==> src/rtl/fwd_pkg.sv <==
// Shared types and constants for the forwarding scoreboard: slot entry layout,
// select encoding and issue latency classes.
package fwd_pkg;

    // Entry fields are sized for the widest supported configuration; narrower
    // register/latency widths are zero-extended into them.
    localparam int ENT_RD_W  = 8;
    localparam int ENT_CNT_W = 4;

    typedef struct packed {
        logic                 valid;
        logic [ENT_RD_W-1:0]  rd;
        logic [ENT_CNT_W-1:0] cnt;
    } fwd_entry_t;

    localparam int FWD_RF   = 0;
    localparam int LAT_ALU  = 1;
    localparam int LAT_LOAD = 2;

    function automatic int sel_w(input int depth);
        return $clog2(depth + 1);
    endfunction

endpackage

==> src/rtl/fwd_match.sv <==
// Priority matcher for one source operand: youngest matching in-flight write
// decides between forwarding from its slot and requesting a stall.
module fwd_match
    import fwd_pkg::*;
#(
    parameter int FWD_DEPTH = 3,
    parameter int REG_AW    = 5,
    parameter int SELW      = 2
) (
    input  fwd_entry_t [FWD_DEPTH-1:0] slots,
    input  logic                       src_valid,
    input  logic [REG_AW-1:0]          src_addr,
    output logic [SELW-1:0]            sel,
    output logic                       stall_req
);

    logic found;

    // Scan from slot 0 upward; the first hit is the youngest producer and
    // masks every older slot, ready or not.
    always_comb begin
        sel       = SELW'(FWD_RF);
        stall_req = 1'b0;
        found     = 1'b0;
        if (src_valid && (src_addr != '0)) begin
            for (int k = 0; k < FWD_DEPTH; k++) begin
                if (!found && slots[k].valid && (slots[k].rd == ENT_RD_W'(src_addr))) begin
                    found = 1'b1;
                    if (slots[k].cnt == '0) begin
                        sel = SELW'(k + 1);
                    end else begin
                        stall_req = 1'b1;
                    end
                end
            end
        end
    end

endmodule

==> src/rtl/fwd_scoreboard.sv <==
// Scoreboard of in-flight register writes with per-write latency; drives the
// operand forwarding selects, the decode stall and a saturating stall counter.
module fwd_scoreboard
    import fwd_pkg::*;
#(
    parameter int NUM_SRC   = 2,
    parameter int FWD_DEPTH = 3,
    parameter int REG_AW    = 5,
    parameter int LAT_W     = 2,
    parameter int CNT_W     = 16
) (
    input  logic                                 clk,
    input  logic                                 rst,
    input  logic                                 issue_valid,
    input  logic                                 issue_wen,
    input  logic [REG_AW-1:0]                    issue_rd,
    input  logic [LAT_W-1:0]                     issue_lat,
    input  logic                                 flush,
    input  logic [NUM_SRC-1:0]                   src_valid,
    input  logic [NUM_SRC*REG_AW-1:0]            src_addr,
    output logic [NUM_SRC*sel_w(FWD_DEPTH)-1:0]  fwd_sel,
    output logic                                 stall,
    output logic [CNT_W-1:0]                     stall_cnt
);

    localparam int SELW = sel_w(FWD_DEPTH);

    fwd_entry_t [FWD_DEPTH-1:0] slots;
    fwd_entry_t                 new_entry;
    logic [NUM_SRC-1:0]         stall_req;
    logic                       load_en;
    int                         lat_eff;

    function automatic fwd_entry_t age(input fwd_entry_t e);
        fwd_entry_t r;
        r = e;
        if (e.cnt != '0) begin
            r.cnt = e.cnt - ENT_CNT_W'(1);
        end
        return r;
    endfunction

    // A stalled decode never enters the scoreboard; flush beats a same-cycle issue.
    assign load_en = issue_valid & ~stall & issue_wen & (issue_rd != '0) & ~flush;

    always_comb begin
        lat_eff = int'(issue_lat);
        if (lat_eff < LAT_ALU) begin
            lat_eff = LAT_ALU;
        end
        if (lat_eff > FWD_DEPTH) begin
            lat_eff = FWD_DEPTH;
        end
        new_entry       = '0;
        new_entry.valid = load_en;
        if (load_en) begin
            new_entry.rd  = ENT_RD_W'(issue_rd);
            new_entry.cnt = ENT_CNT_W'(lat_eff - 1);
        end
    end

    // Slot shift register: slot 0 takes the new issue or a bubble, the last slot retires.
    always_ff @(posedge clk or posedge rst) begin
        if (rst) begin
            slots     <= '0;
            stall_cnt <= '0;
        end else begin
            if (flush) begin
                slots <= '0;
            end else begin
                slots[0] <= new_entry;
                for (int k = 1; k < FWD_DEPTH; k++) begin
                    slots[k] <= age(slots[k-1]);
                end
            end
            if (stall && (stall_cnt != '1)) begin
                stall_cnt <= stall_cnt + CNT_W'(1);
            end
        end
    end

    for (genvar s = 0; s < NUM_SRC; s++) begin : g_src
        fwd_match #(
            .FWD_DEPTH (FWD_DEPTH),
            .REG_AW    (REG_AW),
            .SELW      (SELW)
        ) u_match (
            .slots     (slots),
            .src_valid (src_valid[s]),
            .src_addr  (src_addr[s*REG_AW +: REG_AW]),
            .sel       (fwd_sel[s*SELW +: SELW]),
            .stall_req (stall_req[s])
        );
    end

    assign stall = |stall_req;

endmodule

==> config.mk <==
export PLATFORM = sky130hd
export DESIGN_NAME = fwd_scoreboard
export DESIGN_NICKNAME = d
export VERILOG_FILES = /design/src/rtl/fwd_pkg.sv /design/src/rtl/fwd_match.sv /design/src/rtl/fwd_scoreboard.sv
export SDC_FILE = /design/constraint.sdc
export NUM_CORES = 1
export LEC_CHECK = 0
export ABC_CLOCK_PERIOD_IN_PS = 5330
export BUFFER_PORTS_ARGS = -buffer_cell sky130_fd_sc_hd__clkbuf_2
export CAP_MARGIN = 0
export CORE_MARGIN = 8
export CORE_UTILIZATION = 50
export CTS_CLUSTER_SIZE = 30
export DETAILED_ROUTE_END_ITERATION = 8
export PLACE_DENSITY = 0.84
export SETUP_SLACK_MARGIN = 0.2
export SLEW_MARGIN = 15
export SYNTH_ARGS = -nofsm -noshare
export SYNTH_HDL_FRONTEND = slang
export SYNTH_HIERARCHICAL = 1
export SYNTH_SLANG_ARGS = --single-unit
==> constraint.sdc <==
create_clock -name clk -period 5.33 [get_ports clk]
set_clock_uncertainty 0.05 [all_clocks]
set_input_delay 0.2665 -clock clk [delete_from_list [all_inputs] [get_ports clk]]
set_output_delay 0.2665 -clock clk [all_outputs]
set_load 0.02 [all_outputs]
==> impl_metrics.json, run 1 <==
{
  "final_nets": 336,
  "post-dp-hpwl_mm": 4.343,
  "max_cap_violations": 0,
  "clkLatencyLatePin_ns": 0.30,
  "ir_drop_v": 0.0002038,
  "power_density_mw_per_mm2": 228.4,
  "cts_inserted_buffers": 5,
  "ctsLongestPathBuffers": 2,
  "share_comb_of_total_power_pct": 9.6,
  "cts_tree": "done",
  "port_buffers": 44,
  "critical_path.max_stage_delay_ns": 0.51,
  "run_status": "complete, no violations",
  "fp.dieH_um": 87.33,
  "area_share_of_fa_ha_maj_cells_after_synthesis_pct": 1.968,
  "origin_of_the_worst_setup_path": "slots[12]$_DFF_PP0_",
  "syn_area_sq_mm": 0.002544,
  "num_vias": 1993,
  "min_path_type": "in2async",
  "synth_compound_area_share_pct": 7.231,
  "htree_num_levels": 2,
  "drtAntennaViolNets": 0,
  "placed_cell_area_sq_mm": 0.002919,
  "timing.critical_path.arrival_ns": 3.21,
  "syn-mean-instance-area_sq_um": 10.60,
  "switchingPower_mw": 0.1651,
  "synth.ff_latch_count": 45,
  "timing.rr.start": "slots[12]$_DFF_PP0_",
  "async_flop_share_pct": 100.0,
  "n_antenna_cell": 0,
  "fin_tns_setup_ns": 0,
  "grtUsageTotal_pct": 15.93,
  "count_of_instances_resized_after_the_clock_tree_is_built": 0,
  "grt_max_degree": 46,
  "period_minus_slack_ns": 3.072,
  "yosys.cell_types.count": 44,
  "ys_seq_area_share_pct": 44.27,
  "power_frac_seq_pct": 51.4,
  "worst_path_max_delay_cell": "sky130_fd_sc_hd__nor3_1",
  "dieWidth_um": 87.33,
  "synth_enable_flop_cells": 0,
  "area_delta_synth_final_pct": 19.48,
  "intPower_mw": 0.5291,
  "drt_first_pass_iters": 4,
  "clockRootBuffer": "sky130_fd_sc_hd__clkbuf_8",
  "detailedRoute.firstIterationViolations": 78,
  "timing_max_transition_violations_final": 0,
  "relSlewSlack_pct": 61.83,
  "final-hold-violation-count": 0,
  "viasPerCell": 5.259,
  "die_area_sq_mm": 0.007626,
  "num_rows": 26,
  "required_time_worst_endpoint_ns": 5.46,
  "grt_pass1_vias": 2041,
  "leakagePower_nw": 1.432,
  "setup_violations": 0,
  "share_clk_of_total_power_pct": 39.0,
  "final_layout_size_suffix_gt1_share_pct": 22.33,
  "largest_family_of_logic_cells_by_synthesized_area": "simple AND/OR/NAND/NOR gates",
  "grt_first_pass_wirelength_mm": 9.535,
  "yosysWarnings": 6,
  "cp-start-kind": "flop",
  "layout_common_cells": "sky130_fd_sc_hd__dfrtp_1, sky130_fd_sc_hd__clkbuf_2, sky130_fd_sc_hd__xnor2_1",
  "synth_simple_gate_area_share_pct": 27.84,
  "path_cells": "or4b_1 > nor3_1 > a31oi_1 > a221oi_1 > nor2_1 > inv_1 > nand4_1 > nor3_1 > mux2_1",
  "syn-instance-count": 240,
  "antenna_violations_before_repair": 0,
  "core_area_sq_mm": 0.005010,
  "final_common_cell": "sky130_fd_sc_hd__dfrtp_1",
  "final_area_sq_mm": 0.003039,
  "pre_cts_slack_ns": 2.273,
  "netlist.top_cell.by_area": "sky130_fd_sc_hd__dfrtp_1",
  "post-cts-setup-buffers": 0,
  "path_clk_slew_ns": 0.09,
  "num_io_pins": 45,
  "cts_hold_buf": 0,
  "post-synth-top-area-fraction_pct": 44.27,
  "fin_ws_ns": 2.258,
  "synth_xor_xnor_area_share_pct": 15.49,
  "fmax_ghz": 0.3255,
  "critical_path.most_common_cell": "sky130_fd_sc_hd__nor3_1",
  "detail_route.wl_per_cell_um": 14.77,
  "initial_utilization_pct": 50.77,
  "critical_path_peak_fanout": 7,
  "grt_setup_unrepaired": "no",
  "netlist_top_cells_area": "sky130_fd_sc_hd__dfrtp_1, sky130_fd_sc_hd__xnor2_1, sky130_fd_sc_hd__xor2_1, sky130_fd_sc_hd__nor2b_1, sky130_fd_sc_hd__nor2_1",
  "sw_frac_of_total_pct": 23.79,
  "cts.sinks": 45,
  "end_kind": "flop",
  "drt_drc_violations_left": 0,
  "muxShareOfSynthArea_pct": 1.279,
  "yosys_most_used_dff": "sky130_fd_sc_hd__dfrtp_1",
  "timing.final.crit_share_pct": 57.63,
  "worst_slew_pin_tran_ns": 0.5682,
  "wl_mm": 5.598,
  "overflow": 0,
  "setup.worst_path.class": "reg2reg",
  "finalWeightedCongestion": 0.9261
}
power groups by stage:
| stage | Combinational (mW) | Clock [mW] | Sequential [mW] |
|---|---|---|---|
| 2_1_floorplan | 0.0438 | 0 | 0.362 |
| 3_3_place_gp | 0.0655 | 0 | 0.363 |
| 3_5_place_dp | 0.0672 | 0 | 0.363 |
| 4_1_cts | 0.0676 | 0.277 | 0.357 |
| 5_1_grt | 0.0758 | 0.291 | 0.358 |
| 6_report | 0.0670 | 0.271 | 0.357 |
metal layers:
layer  track usage, %  wire length, um  vias to the layer above
li1                 -                -                      974
met1            19.19             2407                      950
met2            26.10             2757                       60
met3            4.811              353                        9
met4            5.625               80                        0
met5                0                0                        -
cell usage after synthesis (3+ instances only):
cell type,number
sky130_fd_sc_hd__a211oi_1,6
sky130_fd_sc_hd__a21oi_1,10
sky130_fd_sc_hd__and2_1,4
sky130_fd_sc_hd__dfrtp_1,45
sky130_fd_sc_hd__ha_1,4
sky130_fd_sc_hd__inv_1,10
sky130_fd_sc_hd__nand2_1,13
sky130_fd_sc_hd__nand2b_1,4
sky130_fd_sc_hd__nand3_1,6
sky130_fd_sc_hd__nand3b_1,3
sky130_fd_sc_hd__nand4_1,6
sky130_fd_sc_hd__nor2_1,16
sky130_fd_sc_hd__nor2b_1,12
sky130_fd_sc_hd__nor3_1,8
sky130_fd_sc_hd__nor4_1,5
sky130_fd_sc_hd__or4_1,4
sky130_fd_sc_hd__or4b_1,4
sky130_fd_sc_hd__xnor2_1,23
sky130_fd_sc_hd__xor2_1,22
critical path, delay by kind of cell (launching register included):
kind,cells,cell delay [ns]
and+or+nand+nor,5,1.64
muxes,1,0.35
AOI/OAI and AO/OA,2,0.37
buffers and inverters,1,0.20
DFF,1,0.35
sequential cells by signal, indices dropped and copies added, names as in the netlist:
signal	count
stall_cnt	16
slots	29
logic make-up (layout without fill, tap and decap cells):
family	Yosys count	after routing
and+or+nand+nor	104	104
xor gates and xnor gates	45	45
DFF	45	45
AOI/OAI and AO/OA	26	26
buffers and inverters	12	63
adders and majority gates	4	4
muxes	3	3
other	1	19
layout make-up:
| class | count | area [sq um] |
|---|---|---|
| inverter | 10 | 37.54 |
| clock inverter | 2 | 37.54 |
| fill | 421 | 1971 |
| tap | 70 | 87.58 |
| multi-input combinational | 201 | 1440 |
| clock buffer | 6 | 82.58 |
| timing repair buffer | 45 | 227.7 |
| sequential | 45 | 1126 |
through the flow:
stage / power (mW) / instances / utilization, % / hold WS, ns
after floorplan: 0.4057 / 258 / - / 0.3227
after global placement: 0.4283 / 371 / 58.27 / 0.3590
after detailed placement: 0.4306 / 371 / 58.27 / 0.3687
after CTS: 0.7014 / 379 / 60.66 / 0.03377
after global routing: 0.7252 / 379 / 60.66 / 0.08003
final: 0.6942 / 379 / 60.66 / 0.02072
path summary, 6_finish.rpt:
check                                                 end  slack [ns]  depth (start not counted)
worst min-delay path             stall_cnt[9]$_DFFE_PP0P_        0.02                          3
max in group asynchronous              slots[4]$_DFF_PP0_        4.84                          3
worst min register to register   stall_cnt[9]$_DFFE_PP0P_        0.46                          1
worst max register to register  stall_cnt[12]$_DFFE_PP0P_        2.26                          9
min in group clk                       slots[4]$_DFF_PP0_        0.12                          3
worst max-delay path            stall_cnt[12]$_DFFE_PP0P_        2.26                          9
(Power assumes the default switching activity.)
==> inputs of run 2 (changes only) <==
ABC_CLOCK_PERIOD_IN_PS = 2900   (was 5330)
clock period = 2.9 ns   (was 5.33 ns; I/O delays follow)
==> run 2 against run 1 <==
Routed wire length is 8.4% higher. Highest routed layer unchanged. Critical path type unchanged. Clock-buffer cell count is 1 higher. Via count is 3.8% higher. Worst hold slack worse by 0.0091 ns. Setup slack worse by 2.0 ns. Combinational power is 100% higher. Power is 75% higher. Clock power is 56% higher. First-iteration DRC count is 49% higher.
==> impl_metrics.json, run 2 (synthesized netlist as in run 1, its figures left out) <==
{
  "top_register": "slots",
  "global_route.usage.met1_pct": 18.55,
  "antenna_violations_before_repair": 0,
  "top_usage_layer_grt": "met2",
  "area_delta_synth_final_pct": 24.79,
  "critical_path_peak_fanout": 7,
  "clkLatencyLatePin_ns": 0.30,
  "path_clk_slew_ns": 0.08,
  "final-hold-violation-count": 0,
  "worst_slew_pin_tran_ns": 0.6822,
  "viasPerCell": 5.360,
  "timing.critical_path.arrival_ns": 2.82,
  "num_io_pins": 45,
  "placed_cell_area_sq_mm": 0.002944,
  "final_nets": 343,
  "die_area_sq_mm": 0.007626,
  "fin_util_pct": 63.36,
  "grt_setup_unrepaired": "yes",
  "globalRouteMet3Util_pct": 4.340,
  "clockRootBuffer": "sky130_fd_sc_hd__clkbuf_8",
  "detail_route.wl_per_cell_um": 15.73,
  "layout_common_cells": "sky130_fd_sc_hd__dfrtp_1, sky130_fd_sc_hd__clkbuf_2, sky130_fd_sc_hd__xnor2_1",
  "initial_utilization_pct": 50.77,
  "cp-start-kind": "flop",
  "origin_of_the_worst_setup_path": "slots[4]$_DFF_PP0_",
  "end_kind": "flop",
  "grt_max_degree": 46,
  "ir_drop_v": 0.0003735,
  "num_rows": 26,
  "max_cap_violations": 0,
  "ctsLongestPathBuffers": 2,
  "leakagePower_nw": 1.476,
  "setup.worst_path.class": "reg2reg",
  "ff2ff_path_depth": 11,
  "num_vias": 2069,
  "grt_pass1_vias": 2147,
  "drtAntennaViolNets": 0,
  "final_area_sq_mm": 0.003174,
  "timing.final.crit_share_pct": 91.25,
  "hold_start": "issue_rd[3]",
  "relSlewSlack_pct": 54.14,
  "cts_inserted_buffers": 5,
  "count_of_fill_cells_added_during_filler_insertion": 441,
  "n_antenna_cell": 0,
  "post-dp-hpwl_mm": 4.464,
  "wl_mm": 6.071,
  "timing_max_transition_violations_final": 0,
  "biggestRegsByFlops": "slots: 29 flops, stall_cnt: 16 flops",
  "overflow": 0,
  "fp.dieH_um": 87.33,
  "timing.rr.start": "slots[4]$_DFF_PP0_",
  "required_time_worst_endpoint_ns": 3.08,
  "finalWeightedCongestion": 0.8800,
  "htree_num_levels": 2,
  "fin_worst_hold_slack_ns": 0.01161,
  "min_path_type": "in2reg",
  "core_area_sq_mm": 0.005010,
  "grtUsageTotal_pct": 16.36,
  "cts_tree": "done",
  "fin_tns_setup_ns": 0,
  "drt_first_pass_iters": 5,
  "ff2ff_setup_slack_ns": 0.25,
  "period_minus_slack_ns": 2.646,
  "met2_usage_pct": 28.93,
  "dieWidth_um": 87.33,
  "detailedRoute.firstIterationViolations": 116,
  "cts.sinks": 45,
  "drt_drc_violations_left": 0,
  "power_density_mw_per_mm2": 382.0,
  "port_buffers": 44,
  "fmax_ghz": 0.3779,
  "number_of_flip_flops_under_the_largest_register_name": 29,
  "run_status": "complete, no violations",
  "final_layout_size_suffix_gt1_share_pct": 28.16,
  "final_common_cell": "sky130_fd_sc_hd__dfrtp_1",
  "r2r_end": "stall_cnt[10]$_DFFE_PP0P_",
  "setup.worst_path.end": "stall_cnt[10]$_DFFE_PP0P_",
  "grt_first_pass_wirelength_mm": 9.742,
  "setup_violations": 0
}
[run 2: changes by cell type in the layout (fill, tap and decap cells not counted), moves of 2 or more]
cell and delta:
sky130_fd_sc_hd__a221oi_2 +2, sky130_fd_sc_hd__nor3_2 +2, sky130_fd_sc_hd__xor2_1 -2, sky130_fd_sc_hd__nor3_1 -3, sky130_fd_sc_hd__a221oi_1 -2, sky130_fd_sc_hd__buf_4 +5, sky130_fd_sc_hd__a211oi_2 +2, sky130_fd_sc_hd__xor2_2 +2
sky130_fd_sc_hd__a211oi_1 -2
[run 2: per-layer routing]
metal,wire [um],up-vias
met1,2504,1022
li1,-,980
met3,315,11
met5,0,-
met2,3154,56
met4,96,0
[run 2: area by class of cell]
class	instances	area, sq um	area share, %
sequential	45	1126	35.48
inverter	10	37.54	1.183
timing repair buffer	52	286.5	9.026
clock inverter	1	5.005	0.1577
clock buffer	7	96.34	3.035
multi-input combinational	201	1535	48.36
tap	70	87.58	2.759
[run 2: where the power goes]
part           switching [mW]  leakage [nW]  internal [mW]
clock                   0.208        0.0542          0.215
sequential             0.0139         0.601          0.641
combinational          0.0813         0.821         0.0533
[run 2: through the flow]
step	std cells	power, mW	worst slack [ns]
global placement	373	0.7894	0.2453
finish	386	1.213	0.2538
CTS	382	1.219	0.2047
floorplan	258	0.7463	0.2498
detailed placement	373	0.7953	0.1621
global route	386	1.268	0.04443
[run 2: what timing repair did]
item,4_1_cts,5_1_grt
hold buffers,1,0
endpoints found under the setup margin,5,19
buffers inserted,0,4
hold endpoints to repair,45,0
pin swaps,0,9
gates resized for setup,7,8
[run 2: critical path: stages, from the launching register on]
cell                       delay (ns)
sky130_fd_sc_hd__dfrtp_1         0.42
sky130_fd_sc_hd__xnor2_1         0.21
sky130_fd_sc_hd__nand4_1         0.20
sky130_fd_sc_hd__nor3_4          0.31
sky130_fd_sc_hd__a31oi_1         0.11
sky130_fd_sc_hd__a221oi_2        0.28
sky130_fd_sc_hd__nor2_2          0.11
sky130_fd_sc_hd__inv_2           0.13
sky130_fd_sc_hd__nand4_1         0.16
sky130_fd_sc_hd__buf_6           0.18
sky130_fd_sc_hd__nor4_2          0.26
sky130_fd_sc_hd__xnor2_1         0.16
[run 2: worst min-delay path by stage]
stage,slack (ns),to,depth (start not counted)
4_1_cts,0.008,slots[4]$_DFF_PP0_,3
6_report,0.01,slots[7]$_DFF_PP0_,2
3_3_place_gp,0.25,stall_cnt[10]$_DFFE_PP0P_,3
5_1_grt,0.03,slots[8]$_DFF_PP0_,2
2_1_floorplan,0.20,slots[4]$_DFF_PP0_,2
3_5_place_dp,0.25,stall_cnt[10]$_DFFE_PP0P_,3
